File: src/rtl/uart_pkg.sv
// Shared UART definitions: FSM states, frame width and the
// clock-per-bit derivation used by uart_rx and uart_tx.
package uart_pkg;

  localparam int DATA_BITS = 8;

  typedef enum logic [1:0] {
    IDLE  = 2'd0,
    START = 2'd1,
    DATA  = 2'd2,
    STOP  = 2'd3
  } state_t;

  // Whole clk cycles per line bit; callers need at least 4.
  function automatic int clk_per_bit(
    input int clk_freq,
    input int baud
  );
    return clk_freq / baud;
  endfunction

  function automatic int half_bit(
    input int clk_freq,
    input int baud
  );
    return clk_per_bit(clk_freq, baud) / 2;
  endfunction

endpackage

File: src/rtl/sync_2ff.sv
// Generic 2-flop synchroniser for asynchronous inputs.
// Ports: clk, rst (async active-low), d (async in), q (synced out).
module sync_2ff #(
  parameter int               WIDTH   = 1,
  parameter logic [WIDTH-1:0] RST_VAL = '1
) (
  input  logic             clk,
  input  logic             rst,
  input  logic [WIDTH-1:0] d,
  output logic [WIDTH-1:0] q
);

  logic [WIDTH-1:0] meta;

  always_ff @(posedge clk or negedge rst) begin
    if (!rst) begin
      meta <= RST_VAL;
      q    <= RST_VAL;
    end else begin
      meta <= d;
      q    <= meta;
    end
  end

endmodule

File: src/rtl/uart_rx.sv
// 8N1 UART receiver: rx line in, data_out with one-cycle valid.
// Ports: clk, rst (async active-low), rx, data_out, valid, busy, frame_err.
module uart_rx
  import uart_pkg::*;
#(
  parameter int CLK_FREQ = 100_000_000,
  parameter int BAUD     = 10_000_000
) (
  input  logic       clk,
  input  logic       rst,
  input  logic       rx,
  output logic [7:0] data_out,
  output logic       valid,
  output logic       busy,
  output logic       frame_err
);

  localparam int CLK_PER_BIT = clk_per_bit(CLK_FREQ, BAUD);
  localparam int HALF_BIT    = half_bit(CLK_FREQ, BAUD);
  localparam int CW          = $clog2(CLK_PER_BIT);
  localparam int IW          = $clog2(DATA_BITS);

  localparam logic [CW-1:0] FULL_M1 = CW'(CLK_PER_BIT - 1);
  localparam logic [CW-1:0] HALF_M1 = CW'(HALF_BIT - 1);
  localparam logic [IW-1:0] LAST    = IW'(DATA_BITS - 1);

  logic                 rx_s;
  state_t               state;
  logic [CW-1:0]        cnt;
  logic [IW-1:0]        bit_idx;
  logic [DATA_BITS-1:0] shreg;

  sync_2ff #(
    .WIDTH   (1),
    .RST_VAL (1'b1)
  ) u_sync (
    .clk (clk),
    .rst (rst),
    .d   (rx),
    .q   (rx_s)
  );

  always_ff @(posedge clk or negedge rst) begin
    if (!rst) begin
      state     <= IDLE;
      cnt       <= '0;
      bit_idx   <= '0;
      shreg     <= '0;
      data_out  <= '0;
      valid     <= 1'b0;
      busy      <= 1'b0;
      frame_err <= 1'b0;
    end else begin
      valid     <= 1'b0;
      frame_err <= 1'b0;
      unique case (state)
        IDLE: begin
          cnt <= '0;
          if (!rx_s) begin
            state <= START;
            busy  <= 1'b1;
          end
        end
        START: begin
          if (cnt == HALF_M1) begin
            cnt     <= '0;
            bit_idx <= '0;
            // A high line at mid-start was a glitch.
            if (rx_s) begin
              state <= IDLE;
              busy  <= 1'b0;
            end else begin
              state <= DATA;
            end
          end else begin
            cnt <= cnt + CW'(1);
          end
        end
        DATA: begin
          if (cnt == FULL_M1) begin
            cnt   <= '0;
            shreg <= {rx_s, shreg[DATA_BITS-1:1]};
            if (bit_idx == LAST) begin
              state <= STOP;
            end else begin
              bit_idx <= bit_idx + IW'(1);
            end
          end else begin
            cnt <= cnt + CW'(1);
          end
        end
        STOP: begin
          if (cnt == FULL_M1) begin
            cnt   <= '0;
            // Leave at mid-stop so a gapless next start is caught.
            state <= IDLE;
            busy  <= 1'b0;
            if (rx_s) begin
              data_out <= shreg;
              valid    <= 1'b1;
            end else begin
              frame_err <= 1'b1;
            end
          end else begin
            cnt <= cnt + CW'(1);
          end
        end
        default: state <= IDLE;
      endcase
    end
  end

endmodule
File: config.mk
export PLATFORM = sky130hd
export DESIGN_NAME = uart_rx
export DESIGN_NICKNAME = d
export VERILOG_FILES = /design/src/rtl/uart_pkg.sv /design/src/rtl/sync_2ff.sv /design/src/rtl/uart_rx.sv
export SDC_FILE = /design/constraint.sdc
export NUM_CORES = 1
export LEC_CHECK = 0
export BUFFER_PORTS_ARGS = -buffer_cell sky130_fd_sc_hd__clkbuf_2
export CAP_MARGIN = 25
export CORE_MARGIN = 2
export CORE_UTILIZATION = 60
export CTS_BUF_LIST = sky130_fd_sc_hd__clkbuf_4
export CTS_CLUSTER_SIZE = 28
export DETAILED_ROUTE_END_ITERATION = 8
export HOLD_SLACK_MARGIN = 0.02
export MAX_ROUTING_LAYER = met4
export PLACE_DENSITY = 0.81
export SETUP_SLACK_MARGIN = 0.02
export SLEW_MARGIN = 20
export SYNTH_ARGS = -nofsm -noshare
export SYNTH_HDL_FRONTEND = slang
export SYNTH_SLANG_ARGS = --single-unit
File: constraint.sdc
create_clock -name clk -period 4.09 [get_ports clk]
set_input_delay 0.2045 -clock clk [delete_from_list [all_inputs] [get_ports clk]]
set_output_delay 0.2045 -clock clk [all_outputs]
set_load 0.01 [all_outputs]
==> results_tabular.tex <==
\begin{tabular}{lr}
\hline
Metric & Value \\
\hline
\multicolumn{2}{l}{\textbf{Run status}} \\
\quad Result of the run & complete, no violations \\
\multicolumn{2}{l}{\textbf{Synth}} \\
\quad Count of distinct cell types in the synthesized netlist & 27 \\
\quad Count of mapped cells out of synthesis & 89 \\
\quad Synthesized cell area & 1280 um\^{}2 \\
\quad Synthesized netlist net count & 97 \\
\quad Proportion of netlist area held by the largest area contributor & 0.547 \\
\quad Top FF cell, synth & sky130\_fd\_sc\_hd\_\_dfrtp\_1 \\
\quad Number of enable flip-flop cells after synthesis & 0 \\
\quad Synthesis Warnings & 0 \\
\quad Top cells by area, synth & sky130\_fd\_sc\_hd\_\_dfrtp\_1 55\%, sky130\_fd\_sc\_hd\_\_mux2\_4 9.4\%, sky130\_fd\_sc\_hd\_\_mux2\_2 7.9\% \\
\quad Sequential area share after synthesis & 0.588 \\
\quad Cell accounting for the most synthesized area & sky130\_fd\_sc\_hd\_\_dfrtp\_1 \\
\quad Fraction of registers with async set or reset after synthesis & 1.00 \\
\quad Synthesis-stage register bit count & 30 \\
\quad Mean post-synth cell area & 14.4 um\^{}2 \\
\multicolumn{2}{l}{\textbf{Clock tree}} \\
\quad Maximum level of the CTS H-tree & 2 \\
\quad Sinks on the clock net & 30 \\
\quad Clock Pin Slew Worst Setup and Hold Paths & 0.08 ns \\
\quad Worst skew pair latency & 0.31 ns \\
\quad TritonCTS clock tree & built \\
\quad Inserted Clock Buffers & 5 \\
\quad Deepest clock path buffer count & 2 \\
\quad Count of instances resized after the clock tree is built & 0 \\
\quad Clock root buffer & sky130\_fd\_sc\_hd\_\_clkbuf\_4 \\
\multicolumn{2}{l}{\textbf{Worst setup path}} \\
\quad Delay of the slowest cell on the worst path & 0.41 ns \\
\quad Depth of the worst register-to-register path & 5 \\
\quad Peak fanout along the critical path & 9 \\
\quad Arrival time at the worst endpoint & 2.03 ns \\
\quad Master of the slowest instance on the critical path & sky130\_fd\_sc\_hd\_\_dfrtp\_1 \\
\quad Type of element capturing the critical path & flop \\
\quad Critical path launch point type & flop \\
\quad Setup CP Type & flop to flop \\
\quad Cells traversed along the worst timing path & inv\_1, ha\_1, and4b\_1, and3\_4, mux2\_4 \\
\quad Required arrival time at the worst endpoint & 4.29 ns \\
\multicolumn{2}{l}{\textbf{Timing}} \\
\quad Count of final max-slew check failures & 0 \\
\quad Clk\_skew & 0.00610 ns \\
\quad Min Clock Period, post-route & 1.84 ns \\
\quad Slew @ Worst Pin & 0.718 ns \\
\quad Final worst setup slack & 2.25 ns \\
\quad Normalized max-slew margin & 0.522 \\
\quad Highest achievable clock rate & 0.544 GHz \\
\quad Setup repair after global routing missed its margin & no \\
\quad Final period utilization & 0.449 \\
\quad Summed negative setup slack over all endpoints & 0 ns \\
\quad Hold violation total from the final report & 0 \\
\quad Final number of setup-violating endpoints & 0 \\
\multicolumn{2}{l}{\textbf{Worst hold path}} \\
\quad Hold Path Class & flop to flop \\
\quad Number of instances on the worst hold path & 0 \\
\multicolumn{2}{l}{\textbf{Die}} \\
\quad Starting utilization of the core area & 0.646 \\
\quad Chip height & 50.2 um \\
\quad FP Rows & 16 \\
\quad Die area & 2520 um\^{}2 \\
\quad Core Area & 1980 um\^{}2 \\
\quad Die Width & 50.2 um \\
\quad Number of primary I/O pins & 14 \\
\multicolumn{2}{l}{\textbf{Global route}} \\
\quad Largest net degree at the start of global routing & 31 \\
\quad Total grt overflow & 0 \\
\quad Global-route wire length before repair & 3770 um \\
\quad GRT Resource Usage Total & 0.211 \\
\quad Number of global-route vias before repair & 774 \\
\quad Number of antenna violations at the first check in global routing & 0 \\
\multicolumn{2}{l}{\textbf{Drt}} \\
\quad Routed wire per std cell & 14.8 um \\
\quad Number of design-rule violations left by the first detailed-router iteration & 4 \\
\quad Antenna-violating nets left & 0 \\
\quad Via count normalized by instance count & 5.40 \\
\quad Via count & 729 \\
\quad Number of iterations in the first detailed-routing pass & 2 \\
\quad Drt total wl & 2000 um \\
\quad Total DRC errors in the routed layout & 0 \\
\multicolumn{2}{l}{\textbf{Placement}} \\
\quad Post-detail-place hpwl & 1350 um \\
\quad Post-placement setup slack & 2.29 ns \\
\quad Gp weighted congestion & 0.799 \\
\quad Port bufs & 13 \\
\multicolumn{2}{l}{\textbf{Layout}} \\
\quad Antenna fix cells & 0 \\
\quad Number of nets in the finished design & 116 \\
\quad Proportion of layout cells with a drive suffix above 1 & 0.370 \\
\quad Most frequent cells in the layout & 28 x sky130\_fd\_sc\_hd\_\_dfrtp\_1, 13 x sky130\_fd\_sc\_hd\_\_clkbuf\_2, 9 x sky130\_fd\_sc\_hd\_\_mux2\_2, 8 x sky130\_fd\_sc\_hd\_\_mux2\_4, 6 x sky130\_fd\_sc\_hd\_\_clkbuf\_4 \\
\quad P\&R area growth vs syn & 11.0\% \\
\quad Most frequent standard cell in the layout excluding fill and tap cells & sky130\_fd\_sc\_hd\_\_dfrtp\_1 \\
\multicolumn{2}{l}{\textbf{Power}} \\
\quad Pwr dens & 487 nW/um\^{}2 \\
\quad Max VDD drop & 0.000307 V \\
\quad Leakage & 0.000716 uW \\
\multicolumn{2}{l}{\textbf{Flow run}} \\
\quad Max-capacitance violation count & 0 \\
\hline
\end{tabular}
-- critical path, delay by kind of cell (launching register included) --
family / cells / cell delay, ns
flip-flops: 1 / 0.41
multiplexers: 1 / 0.32
AND/OR/NAND/NOR: 2 / 0.72
adder cells (fa/ha/maj): 1 / 0.19
buffers and inverters: 1 / 0.09
-- timing repair --
action,CTS,global route
hold endpoints to repair,29,0
buffers inserted,0,0
hold buffers,2,0
-- final cells by class --
class	instances	area (um^2)
clock buffers	6	45.0
well taps	27	33.8
inverters	4	15.0
repair buffers	15	85.1
clock inverters	1	3.75
flip-flops and latches	30	753
fillers	128	559
multi-input cells	52	487
-- layer usage --
metal,up-vias,track usage,share of wire
met5,-,-,0
met4,0,0.0972,0.015
met3,5,0.0536,0.033
met2,13,0.298,0.47
met1,354,0.288,0.48
li1,357,-,-
-- worst paths after layout --
kind,to,slack (ns),from
worst max-delay path,data_out[0],2.25,cnt[1]
worst min-delay path,u_sync.q,0.36,u_sync.meta
worst max register to register,data_out[0],2.25,cnt[1]
worst min register to register,u_sync.q,0.36,u_sync.meta
max in group asynchronous,asynchronous set/reset pin,3.15,rst
min in group asynchronous,busy,0.48,rst
-- registers in the layout (all words and copies together) (netlist names), named ones only --
signal / flops
valid: 1
u_sync.q: 1
cnt: 4
frame_err: 1
data_out: 8
shreg: 8
bit_idx: 3
busy: 1
state: 1
u_sync.meta: 1
-- synthesized netlist by cell type (2+ instances only) --
library cell	count
sky130_fd_sc_hd__a21oi_1	5
sky130_fd_sc_hd__a22o_1	2
sky130_fd_sc_hd__buf_6	2
sky130_fd_sc_hd__dfrtp_1	28
sky130_fd_sc_hd__dfstp_2	2
sky130_fd_sc_hd__ha_1	5
sky130_fd_sc_hd__inv_1	4
sky130_fd_sc_hd__mux2_2	9
sky130_fd_sc_hd__mux2_4	8
sky130_fd_sc_hd__nand4b_1	2
sky130_fd_sc_hd__nor2_1	2
sky130_fd_sc_hd__nor3_1	5
-- kinds of logic (layout without fill, tap and decap cells) --
family,count (synthesis),in the layout,share of synthesized area
adder cells (fa/ha/maj),5,5,0.0488
multiplexers,17,17,0.173
flip-flops,30,30,0.588
AO/OA/AOI/OAI,11,11,0.0566
XOR/XNOR,2,2,0.0137
AND/OR/NAND/NOR,17,17,0.0879
buffers and inverters,7,26,0.0322
-- through the flow --
step	hold slack, ns	power, uW	cells	instance area [um^2]	utilization
2_1_floorplan	-0.0911	499	89	1280	-
3_3_place_gp	0.287	529	126	1350	0.683
3_5_place_dp	0.292	540	126	1350	0.683
4_1_cts	0.365	701	135	1420	0.718
5_1_grt	0.377	746	135	1420	0.718
6_report	0.364	693	135	1420	0.718
-- report_power, final --
part / switching (uW) / total (uW) / internal [uW]
Combinational: 72.5 / 146 / 73.7
Sequential: 51.6 / 391 / 339
Clock: 87.4 / 156 / 68.9
(Power assumes the default switching activity.)
